==> src/rtl/axi_wr_sched_2to1_if.sv <==
`default_nettype none
// ============================================================================
//  Module   : axi_wr_sched_2to1_if
//  Brief    : Handshake/select bundle for the 2-to-1 AXI write scheduler.
//             s_awqos exists only when AXI_WR_SCHED_QOS_EN is defined.
//  Revision : 1.0  initial release
// ============================================================================
interface axi_wr_sched_2to1_if;
    logic [1:0]      s_awvalid;
    logic [1:0]      s_awready;
    logic            m_awvalid;
    logic            m_awready;
    logic            aw_sel;
    logic [1:0]      s_wvalid;
    logic [1:0]      s_wlast;
    logic [1:0]      s_wready;
    logic            m_wvalid;
    logic            m_wlast;
    logic            m_wready;
    logic            w_sel;
    logic            m_bvalid;
    logic            b_tag;
    logic            m_bready;
    logic [1:0]      s_bvalid;
    logic [1:0]      s_bready;
    logic [1:0][7:0] osd_cnt;
    logic            err_unexp_b;
`ifdef AXI_WR_SCHED_QOS_EN
    logic [1:0][3:0] s_awqos;
`endif

    // Scheduler view
    modport slave (
`ifdef AXI_WR_SCHED_QOS_EN
        input  s_awqos,
`endif
        input  s_awvalid, m_awready, s_wvalid, s_wlast, m_wready,
        input  m_bvalid, b_tag, s_bready,
        output s_awready, m_awvalid, aw_sel, s_wready, m_wvalid, m_wlast, w_sel,
        output m_bready, s_bvalid, osd_cnt, err_unexp_b
    );

    // Environment view (cores + NoC)
    modport master (
`ifdef AXI_WR_SCHED_QOS_EN
        output s_awqos,
`endif
        output s_awvalid, m_awready, s_wvalid, s_wlast, m_wready,
        output m_bvalid, b_tag, s_bready,
        input  s_awready, m_awvalid, aw_sel, s_wready, m_wvalid, m_wlast, w_sel,
        input  m_bready, s_bvalid, osd_cnt, err_unexp_b
    );
endinterface
`default_nettype wire

==> src/rtl/axi_wr_sched_2to1.sv <==
`default_nettype none
// ============================================================================
//  Module   : axi_wr_sched_2to1
//  Brief    : Round-robin AW arbiter with grant lock, W-order FIFO steering,
//             B routing and per-master outstanding counters.
//             Optional macro AXI_WR_SCHED_QOS_EN adds QoS-priority arbitration.
//  Revision : 1.0  initial release
// ============================================================================
module axi_wr_sched_2to1 #(
    parameter int NUM_MASTERS     = 2,
    parameter int WFIFO_DEPTH     = 4,
    parameter int MAX_OUTSTANDING = 8
) (
    input  logic                clk,
    input  logic                rst,
    axi_wr_sched_2to1_if.slave  bus
);

    localparam int c_PTR_W = $clog2(WFIFO_DEPTH);
    localparam int c_CNT_W = c_PTR_W + 1;
    localparam logic [c_CNT_W-1:0] c_DEPTH_CNT = c_CNT_W'(WFIFO_DEPTH);
    localparam logic [7:0]         c_MAX_OSD   = 8'(MAX_OUTSTANDING);

    logic                          r_rr_ptr;
    logic                          r_lock;
    logic                          r_lock_sel;
    logic [WFIFO_DEPTH-1:0]        r_fifo;
    logic [c_PTR_W-1:0]            r_wr_ptr;
    logic [c_PTR_W-1:0]            r_rd_ptr;
    logic [c_CNT_W-1:0]            r_fcnt;
    logic                          r_full;
    logic [NUM_MASTERS-1:0][7:0]   r_osd;
    logic                          r_err;

    logic [NUM_MASTERS-1:0]        w_elig;
    logic                          w_gnt_idx;
    logic                          w_gnt_vld;
    logic                          w_aw_hs;
    logic [1:0]                    w_s_awready;
    logic                          w_head;
    logic                          w_wact;
    logic                          w_m_wvalid;
    logic                          w_m_wlast;
    logic [1:0]                    w_s_wready;
    logic                          w_pop;
    logic [c_CNT_W-1:0]            w_fcnt_nxt;
    logic                          w_b_en;
    logic [1:0]                    w_s_bvalid;
    logic                          w_m_bready;
    logic                          w_b_hs;
    logic                          w_unexp;
    logic [NUM_MASTERS-1:0]        w_inc;
    logic [NUM_MASTERS-1:0]        w_dec;

    // AW arbitration; a locked grant bypasses eligibility entirely
    always_comb begin
        w_gnt_idx = r_rr_ptr;
        w_gnt_vld = 1'b0;
        for (int i = 0; i < NUM_MASTERS; i++) begin
            w_elig[i] = bus.s_awvalid[i] && !r_full && (r_osd[i] < c_MAX_OSD);
        end
        if (r_lock) begin
            w_gnt_idx = r_lock_sel;
            w_gnt_vld = bus.s_awvalid[r_lock_sel];
        end else begin
            if (w_elig[r_rr_ptr]) begin
                w_gnt_idx = r_rr_ptr;
            end else if (w_elig[~r_rr_ptr]) begin
                w_gnt_idx = ~r_rr_ptr;
            end
`ifdef AXI_WR_SCHED_QOS_EN
            if ((&w_elig) && (bus.s_awqos[0] != bus.s_awqos[1])) begin
                w_gnt_idx = (bus.s_awqos[1] > bus.s_awqos[0]);
            end
`endif
            w_gnt_vld = |w_elig;
        end
        if (rst) begin
            w_gnt_idx = 1'b0;
            w_gnt_vld = 1'b0;
        end
    end

    assign w_aw_hs = w_gnt_vld && bus.m_awready;

    always_comb begin
        w_s_awready            = '0;
        w_s_awready[w_gnt_idx] = w_gnt_vld && bus.m_awready;
    end

    assign bus.m_awvalid = w_gnt_vld;
    assign bus.aw_sel    = w_gnt_idx;
    assign bus.s_awready = w_s_awready;

    // W steering from the FIFO head
    assign w_head     = r_fifo[r_rd_ptr];
    assign w_wact     = !rst && (r_fcnt != '0);
    assign w_m_wvalid = w_wact && bus.s_wvalid[w_head];
    assign w_m_wlast  = w_wact && bus.s_wlast[w_head];
    assign w_pop      = w_m_wvalid && bus.m_wready && w_m_wlast;
    assign w_fcnt_nxt = r_fcnt + c_CNT_W'(w_aw_hs) - c_CNT_W'(w_pop);

    always_comb begin
        w_s_wready         = '0;
        w_s_wready[w_head] = w_wact && bus.m_wready;
    end

    assign bus.w_sel    = w_wact && w_head;
    assign bus.m_wvalid = w_m_wvalid;
    assign bus.m_wlast  = w_m_wlast;
    assign bus.s_wready = w_s_wready;

    // B routing by returned tag
    assign w_b_en     = !rst;
    assign w_m_bready = w_b_en && bus.s_bready[bus.b_tag];
    assign w_b_hs     = w_b_en && bus.m_bvalid && bus.s_bready[bus.b_tag];
    assign w_unexp    = w_b_hs && (r_osd[bus.b_tag] == 8'd0);

    always_comb begin
        w_s_bvalid             = '0;
        w_s_bvalid[bus.b_tag]  = w_b_en && bus.m_bvalid;
    end

    assign bus.s_bvalid    = w_s_bvalid;
    assign bus.m_bready    = w_m_bready;
    assign bus.osd_cnt     = r_osd;
    assign bus.err_unexp_b = r_err;

    always_comb begin
        for (int i = 0; i < NUM_MASTERS; i++) begin
            w_inc[i] = w_aw_hs && (w_gnt_idx == 1'(i));
            w_dec[i] = w_b_hs && (bus.b_tag == 1'(i));
        end
    end

    always_ff @(posedge clk) begin
        if (rst) begin
            r_rr_ptr   <= 1'b0;
            r_lock     <= 1'b0;
            r_lock_sel <= 1'b0;
            r_fifo     <= '0;
            r_wr_ptr   <= '0;
            r_rd_ptr   <= '0;
            r_fcnt     <= '0;
            r_full     <= 1'b0;
            r_osd      <= '0;
            r_err      <= 1'b0;
        end else begin
            r_lock     <= w_gnt_vld && !bus.m_awready;
            r_lock_sel <= w_gnt_idx;
            if (w_aw_hs) begin
                r_rr_ptr         <= ~w_gnt_idx;
                r_fifo[r_wr_ptr] <= w_gnt_idx;
                r_wr_ptr         <= r_wr_ptr + 1'b1;
            end
            if (w_pop) begin
                r_rd_ptr <= r_rd_ptr + 1'b1;
            end
            r_fcnt <= w_fcnt_nxt;
            r_full <= (w_fcnt_nxt == c_DEPTH_CNT);
            r_err  <= r_err || w_unexp;
            // Counter saturates at zero on an unexpected B
            for (int i = 0; i < NUM_MASTERS; i++) begin
                if (w_inc[i] && !w_dec[i]) begin
                    r_osd[i] <= r_osd[i] + 8'd1;
                end else if (w_dec[i] && !w_inc[i] && (r_osd[i] != 8'd0)) begin
                    r_osd[i] <= r_osd[i] - 8'd1;
                end
            end
        end
    end

endmodule
`default_nettype wire

==> src/flat_wrapper.sv <==
// flat-port wrapper written by rule: the top's interface ports become plain ports
module axi_wr_sched_2to1_flat 
#(
    parameter int NUM_MASTERS     = 2,
    parameter int WFIFO_DEPTH     = 4,
    parameter int MAX_OUTSTANDING = 8
)
  (clk, rst, bus_s_awvalid, bus_m_awready, bus_s_wvalid, bus_s_wlast, bus_m_wready, bus_m_bvalid, bus_b_tag, bus_s_bready, bus_s_awready, bus_m_awvalid, bus_aw_sel, bus_s_wready, bus_m_wvalid, bus_m_wlast, bus_w_sel, bus_m_bready, bus_s_bvalid, bus_osd_cnt, bus_err_unexp_b);
  axi_wr_sched_2to1_if bus_i ();
  input  logic clk;
  input  logic rst;
  input wire logic [$bits(bus_i.s_awvalid)-1:0] bus_s_awvalid;
  input wire logic [$bits(bus_i.m_awready)-1:0] bus_m_awready;
  input wire logic [$bits(bus_i.s_wvalid)-1:0] bus_s_wvalid;
  input wire logic [$bits(bus_i.s_wlast)-1:0] bus_s_wlast;
  input wire logic [$bits(bus_i.m_wready)-1:0] bus_m_wready;
  input wire logic [$bits(bus_i.m_bvalid)-1:0] bus_m_bvalid;
  input wire logic [$bits(bus_i.b_tag)-1:0] bus_b_tag;
  input wire logic [$bits(bus_i.s_bready)-1:0] bus_s_bready;
  output wire logic [$bits(bus_i.s_awready)-1:0] bus_s_awready;
  output wire logic [$bits(bus_i.m_awvalid)-1:0] bus_m_awvalid;
  output wire logic [$bits(bus_i.aw_sel)-1:0] bus_aw_sel;
  output wire logic [$bits(bus_i.s_wready)-1:0] bus_s_wready;
  output wire logic [$bits(bus_i.m_wvalid)-1:0] bus_m_wvalid;
  output wire logic [$bits(bus_i.m_wlast)-1:0] bus_m_wlast;
  output wire logic [$bits(bus_i.w_sel)-1:0] bus_w_sel;
  output wire logic [$bits(bus_i.m_bready)-1:0] bus_m_bready;
  output wire logic [$bits(bus_i.s_bvalid)-1:0] bus_s_bvalid;
  output wire logic [$bits(bus_i.osd_cnt)-1:0] bus_osd_cnt;
  output wire logic [$bits(bus_i.err_unexp_b)-1:0] bus_err_unexp_b;
  assign bus_i.s_awvalid = bus_s_awvalid;
  assign bus_i.m_awready = bus_m_awready;
  assign bus_i.s_wvalid = bus_s_wvalid;
  assign bus_i.s_wlast = bus_s_wlast;
  assign bus_i.m_wready = bus_m_wready;
  assign bus_i.m_bvalid = bus_m_bvalid;
  assign bus_i.b_tag = bus_b_tag;
  assign bus_i.s_bready = bus_s_bready;
  assign bus_s_awready = bus_i.s_awready;
  assign bus_m_awvalid = bus_i.m_awvalid;
  assign bus_aw_sel = bus_i.aw_sel;
  assign bus_s_wready = bus_i.s_wready;
  assign bus_m_wvalid = bus_i.m_wvalid;
  assign bus_m_wlast = bus_i.m_wlast;
  assign bus_w_sel = bus_i.w_sel;
  assign bus_m_bready = bus_i.m_bready;
  assign bus_s_bvalid = bus_i.s_bvalid;
  assign bus_osd_cnt = bus_i.osd_cnt;
  assign bus_err_unexp_b = bus_i.err_unexp_b;
  axi_wr_sched_2to1 #(.NUM_MASTERS(NUM_MASTERS), .WFIFO_DEPTH(WFIFO_DEPTH), .MAX_OUTSTANDING(MAX_OUTSTANDING)) u_core (.clk(clk), .rst(rst), .bus(bus_i));
endmodule
==> config.mk <==
export PLATFORM = sky130hd
export DESIGN_NAME = axi_wr_sched_2to1_flat
export DESIGN_NICKNAME = d
export VERILOG_FILES = /design/src/rtl/axi_wr_sched_2to1_if.sv /design/src/rtl/axi_wr_sched_2to1.sv /design/src/flat_wrapper.sv
export SDC_FILE = /design/constraint.sdc
export NUM_CORES = 1
export LEC_CHECK = 0
export ABC_AREA = 1
export BUFFER_PORTS_ARGS = -buffer_cell sky130_fd_sc_hd__buf_2
export CORE_MARGIN = 2
export CORE_UTILIZATION = 39
export CTS_CLUSTER_SIZE = 30
export DETAILED_ROUTE_END_ITERATION = 12
export PLACE_DENSITY = 0.65
export SYNTH_ARGS = -nofsm -noshare
export SYNTH_HDL_FRONTEND = slang
export SYNTH_SLANG_ARGS = --single-unit
==> constraint.sdc <==
create_clock -name clk -period 3.4 [get_ports clk]
set_input_delay 0.68 -clock clk [delete_from_list [all_inputs] [get_ports clk]]
set_output_delay 0.68 -clock clk [all_outputs]
set_load 0.02 [all_outputs]
==> impl_summary.log <==
INFO  metric critPathRequiredTime = 3590 ps
INFO  metric dp.final_hpwl = 3570 um
INFO  metric result_of_the_run = completed
INFO  metric iter_0_drt_violations = 76
INFO  metric synth_seq_cells = 32
INFO  metric worstPathArrival = 3130 ps
INFO  metric critPathLaunchType = flop
INFO  metric netlist.top_cell.by_area = sky130_fd_sc_hd__dfxtp_1
INFO  metric post_synth_mux_area_share = 0%
INFO  metric hold_path_class = reg2reg
INFO  metric timing.max_slew.rel_slack = 68.8%
INFO  metric power_share_of_the_clock_group = 23.0%
INFO  metric tightest_slew = 464 ps
INFO  metric timing_max_transition_violations_final = 0
INFO  metric r2r_end = u_core.r_full
INFO  metric synthXorXnorAreaFrac = 4.79%
INFO  metric period_minus_slack = 2940 ps
INFO  metric antenna_cells = 0
INFO  metric main_combinational_cell_family_by_area_after_synthesis = simple AND/OR/NAND/NOR gates
INFO  metric detailroute.via_count = 1991
INFO  metric power = 1590 uW
INFO  metric power.sequential.fraction = 30.3%
INFO  metric tritoncts = built
INFO  metric post_drt_via_cell_ratio = 4.76
INFO  metric clockRootBuffer = sky130_fd_sc_hd__clkbuf_8
INFO  metric min_period_over_period = 86.4%
INFO  metric placementRows = 27
INFO  metric worst_skew_pair_later_pin_latency = 280 ps
INFO  metric holdCritStartpoint = u_core.bus.err_unexp_b
INFO  metric synth_adder_area_share = 13.6%
INFO  metric first_global_vias = 1823
INFO  metric synth.cells.most_frequent = sky130_fd_sc_hd__nand2_1, sky130_fd_sc_hd__inv_1, sky130_fd_sc_hd__nor2_1
INFO  metric post_route_cells_drive_above_1_share = 22.5%
INFO  metric cts_made_buffers = 5
INFO  metric synthesis.nets = 334
INFO  metric critPathCaptureType = flop
INFO  metric worstSetupPathType = reg2reg
INFO  metric holdPathEnd = u_core.bus.err_unexp_b
INFO  metric ctsResizeCount = 0
INFO  metric postSynthAreaPerCell = 7.36 um^2
INFO  metric htree_num_levels = 2
INFO  metric min_path_cells = 2
INFO  metric post_synth_and_or_nand_nor_area_fraction = 25.7%
INFO  metric grt_max_degree = 20
INFO  metric drc = 0
INFO  metric synth_compound_gate_area_share = 16.3%
INFO  metric power.density = 614 nW/um^2
INFO  metric die_w = 79.0 um
INFO  metric ir_worst_vdd = 353 uV
INFO  metric net_switching = 664 uW
INFO  metric area.growth.synth_to_final = 17.8%
INFO  metric initial_utilization = 40.1%
INFO  metric yosys.area.top_type_share = 29.2%
INFO  metric depth_of_the_most_critical_reg_to_reg_path = 17
INFO  metric yosys.cell_count.top_type = sky130_fd_sc_hd__nand2_1
INFO  metric power.combinational.fraction = 46.7%
INFO  metric fin_nets = 381
INFO  metric clock_path_buffers = 2
INFO  metric top_level_i_o_count = 43
INFO  metric share_of_flip_flops_with_an_asynchronous_set_or_reset_after_synthesis = 0%
INFO  metric grt_first_pass_wirelength = 8030 um
INFO  metric routed_wire_length_per_instance = 11.2 um
INFO  metric grt_setup_unrepaired = no
INFO  metric cts_hold_buffers = 0
INFO  metric worst_reg2reg_path_startpoint = u_core.r_rd_ptr[0]
INFO  metric synthFlopType = sky130_fd_sc_hd__dfxtp_1
INFO  metric buffer_ports.inserted = 42
INFO  metric hold_violations = 0
INFO  metric mappedNetlistArea = 2190 um^2
INFO  metric reg2reg_setup_slack = 460 ps
INFO  metric antenna_found_initial = 0
INFO  metric synth_warnings = 0
INFO  metric placedInstanceArea = 2470 um^2
INFO  metric timing.max_cap.violations = 0
INFO  metric path_clk_slew = 70 ps
INFO  metric postLayoutCoreUtil = 47.3%
INFO  metric synth-edff-count = 0
INFO  metric finalInstanceArea = 2590 um^2
INFO  metric intPower = 923 uW
INFO  metric p_sw_share = 41.9%
INFO  metric setup_viol_count_final = 0
INFO  metric drtPass1Iterations = 4
INFO  metric fin_tns_setup = 0 ps
INFO  metric cp_max_fo = 5
INFO  metric floorplan.die_area = 6240 um^2
INFO  metric synth.distinct_cells = 37
INFO  metric grt_usage = 16.0%
INFO  metric gpl.final_weighted_congestion = 0.806
INFO  metric die_height = 79.0 um
INFO  metric cts.repair_timing.setup_buffer_count = 0
INFO  metric congestion_overflow_gr = 0
INFO  metric clock_sinks = 32
INFO  metric drt-total-wl = 4690 um
INFO  metric fin_worst_skew = 3.75 ps
INFO  metric syn-instance-count = 298
INFO  metric netlist_top_cells_area = sky130_fd_sc_hd__dfxtp_1, sky130_fd_sc_hd__ha_1, sky130_fd_sc_hd__a21oi_1, sky130_fd_sc_hd__nand2_1, sky130_fd_sc_hd__inv_1
INFO  metric core-area = 5470 um^2
INFO  metric static-leakage-power = 0.00131 uW
INFO  metric timing.fmax = 0.340 GHz
INFO  metric drtAntennaViolNets = 0
INFO  metric register_area_share_after_synthesis = 29.2%
## layer usage
metal | track usage (%) | part of all wire, % | vias to the layer above | wire length (um)
li1 | - | - | 1062 | -
met2 | 27.2 | 46 | 31 | 2140
met4 | 5.69 | 1.7 | 0 | 78
met1 | 20.4 | 49 | 892 | 2310
met3 | 2.84 | 3.5 | 6 | 165
met5 | 0 | 0 | - | 0
## how the worst max path moves through the flow
stage,start,to,slack (ps),cells past startpoint
3_5_place_dp,rst,u_core.bus.osd_cnt[14],270,15
3_3_place_gp,rst,u_core.bus.osd_cnt[14],300,15
6_report,u_core.r_rd_ptr[0],u_core.r_full,460,17
5_1_grt,u_core.r_rd_ptr[0],u_core.r_full,110,17
4_1_cts,u_core.r_rd_ptr[0],u_core.r_full,400,17
2_1_floorplan,rst,u_core.r_full,600,13
## power groups by stage
stage	Clock (uW)	Combinational [uW]	Sequential, uW
final	365	742	480
after floorplan	0	550	521
after CTS	375	746	480
after global placement	0	727	487
after detailed placement	0	739	488
after global routing	390	851	490
## area by class of cell
type,count,area [um^2]
repair buffers,45,233
clock inverters,3,42.5
well taps,72,90.1
clock buffers,5,68.8
multi-input cells,213,1330
fillers,576,2890
inverters,48,186
flip-flops and latches,32,641
## metrics by stage
stage          setup slack, ps  hold WS [ps]  std cells
6_report                   461           485        418
5_1_grt                    105           500        418
4_1_cts                    395           487        418
3_5_place_dp               274           477        410
3_3_place_gp               303           484        410
2_1_floorplan              599           455        298
## flip-flops by register name, indices dropped and copies added, names as in the netlist
name	flops
u_core.r_rd_ptr	2
u_core.r_wr_ptr	2
u_core.r_fcnt	3
u_core.r_lock_sel	1
u_core.bus.osd_cnt	16
u_core.r_lock	1
u_core.r_rr_ptr	1
u_core.r_fifo	4
u_core.r_full	1
u_core.bus.err_unexp_b	1
## layout by cell type (no fill, tap or decap), types with 2 or more instances in the layout
cell	Yosys	layout
sky130_fd_sc_hd__nand2_1	44	44
sky130_fd_sc_hd__o21ai_0	15	15
sky130_fd_sc_hd__dfxtp_1	32	32
sky130_fd_sc_hd__nand2_4	4	4
sky130_fd_sc_hd__inv_2	4	4
sky130_fd_sc_hd__buf_4	0	3
sky130_fd_sc_hd__nand2_2	4	4
sky130_fd_sc_hd__o21ai_1	6	6
sky130_fd_sc_hd__nor3_1	6	6
sky130_fd_sc_hd__fa_1	3	3
sky130_fd_sc_hd__nor2_2	3	3
sky130_fd_sc_hd__ha_1	19	19
sky130_fd_sc_hd__nor2_1	35	35
sky130_fd_sc_hd__a21oi_1	33	33
sky130_fd_sc_hd__a22oi_1	4	4
sky130_fd_sc_hd__nand4_1	3	3
sky130_fd_sc_hd__xnor2_1	5	5
sky130_fd_sc_hd__nand3_2	2	2
sky130_fd_sc_hd__clkinv_2	1	2
sky130_fd_sc_hd__buf_2	0	42
sky130_fd_sc_hd__nand3_1	8	8
sky130_fd_sc_hd__inv_1	42	42
sky130_fd_sc_hd__nand3_4	2	2
sky130_fd_sc_hd__xor2_1	7	7
sky130_fd_sc_hd__clkbuf_8	0	5
## critical path, cell delays in order, from the launching register on
cell and delay, ps:
sky130_fd_sc_hd__dfxtp_1 370, sky130_fd_sc_hd__inv_1 90, sky130_fd_sc_hd__nand2_1 60, sky130_fd_sc_hd__nand3_1 60, sky130_fd_sc_hd__nand2_1 150, sky130_fd_sc_hd__inv_1 90
sky130_fd_sc_hd__nor2_1 90, sky130_fd_sc_hd__nor2_1 40, sky130_fd_sc_hd__o21ai_0 180, sky130_fd_sc_hd__nor2_1 130, sky130_fd_sc_hd__ha_1 310, sky130_fd_sc_hd__inv_1 40
sky130_fd_sc_hd__ha_1 200, sky130_fd_sc_hd__fa_1 410, sky130_fd_sc_hd__xnor2_1 200, sky130_fd_sc_hd__xor2_1 160, sky130_fd_sc_hd__nand2_1 80, sky130_fd_sc_hd__nor3_1 190
## kinds of logic after synthesis
kind of cell | after synthesis
flops | 32
fa+ha+maj | 22
simple gates | 115
compound gates | 64
buf+inv | 53
xor+xnor | 12
Note: power is estimated with default switching activity, not from simulation.
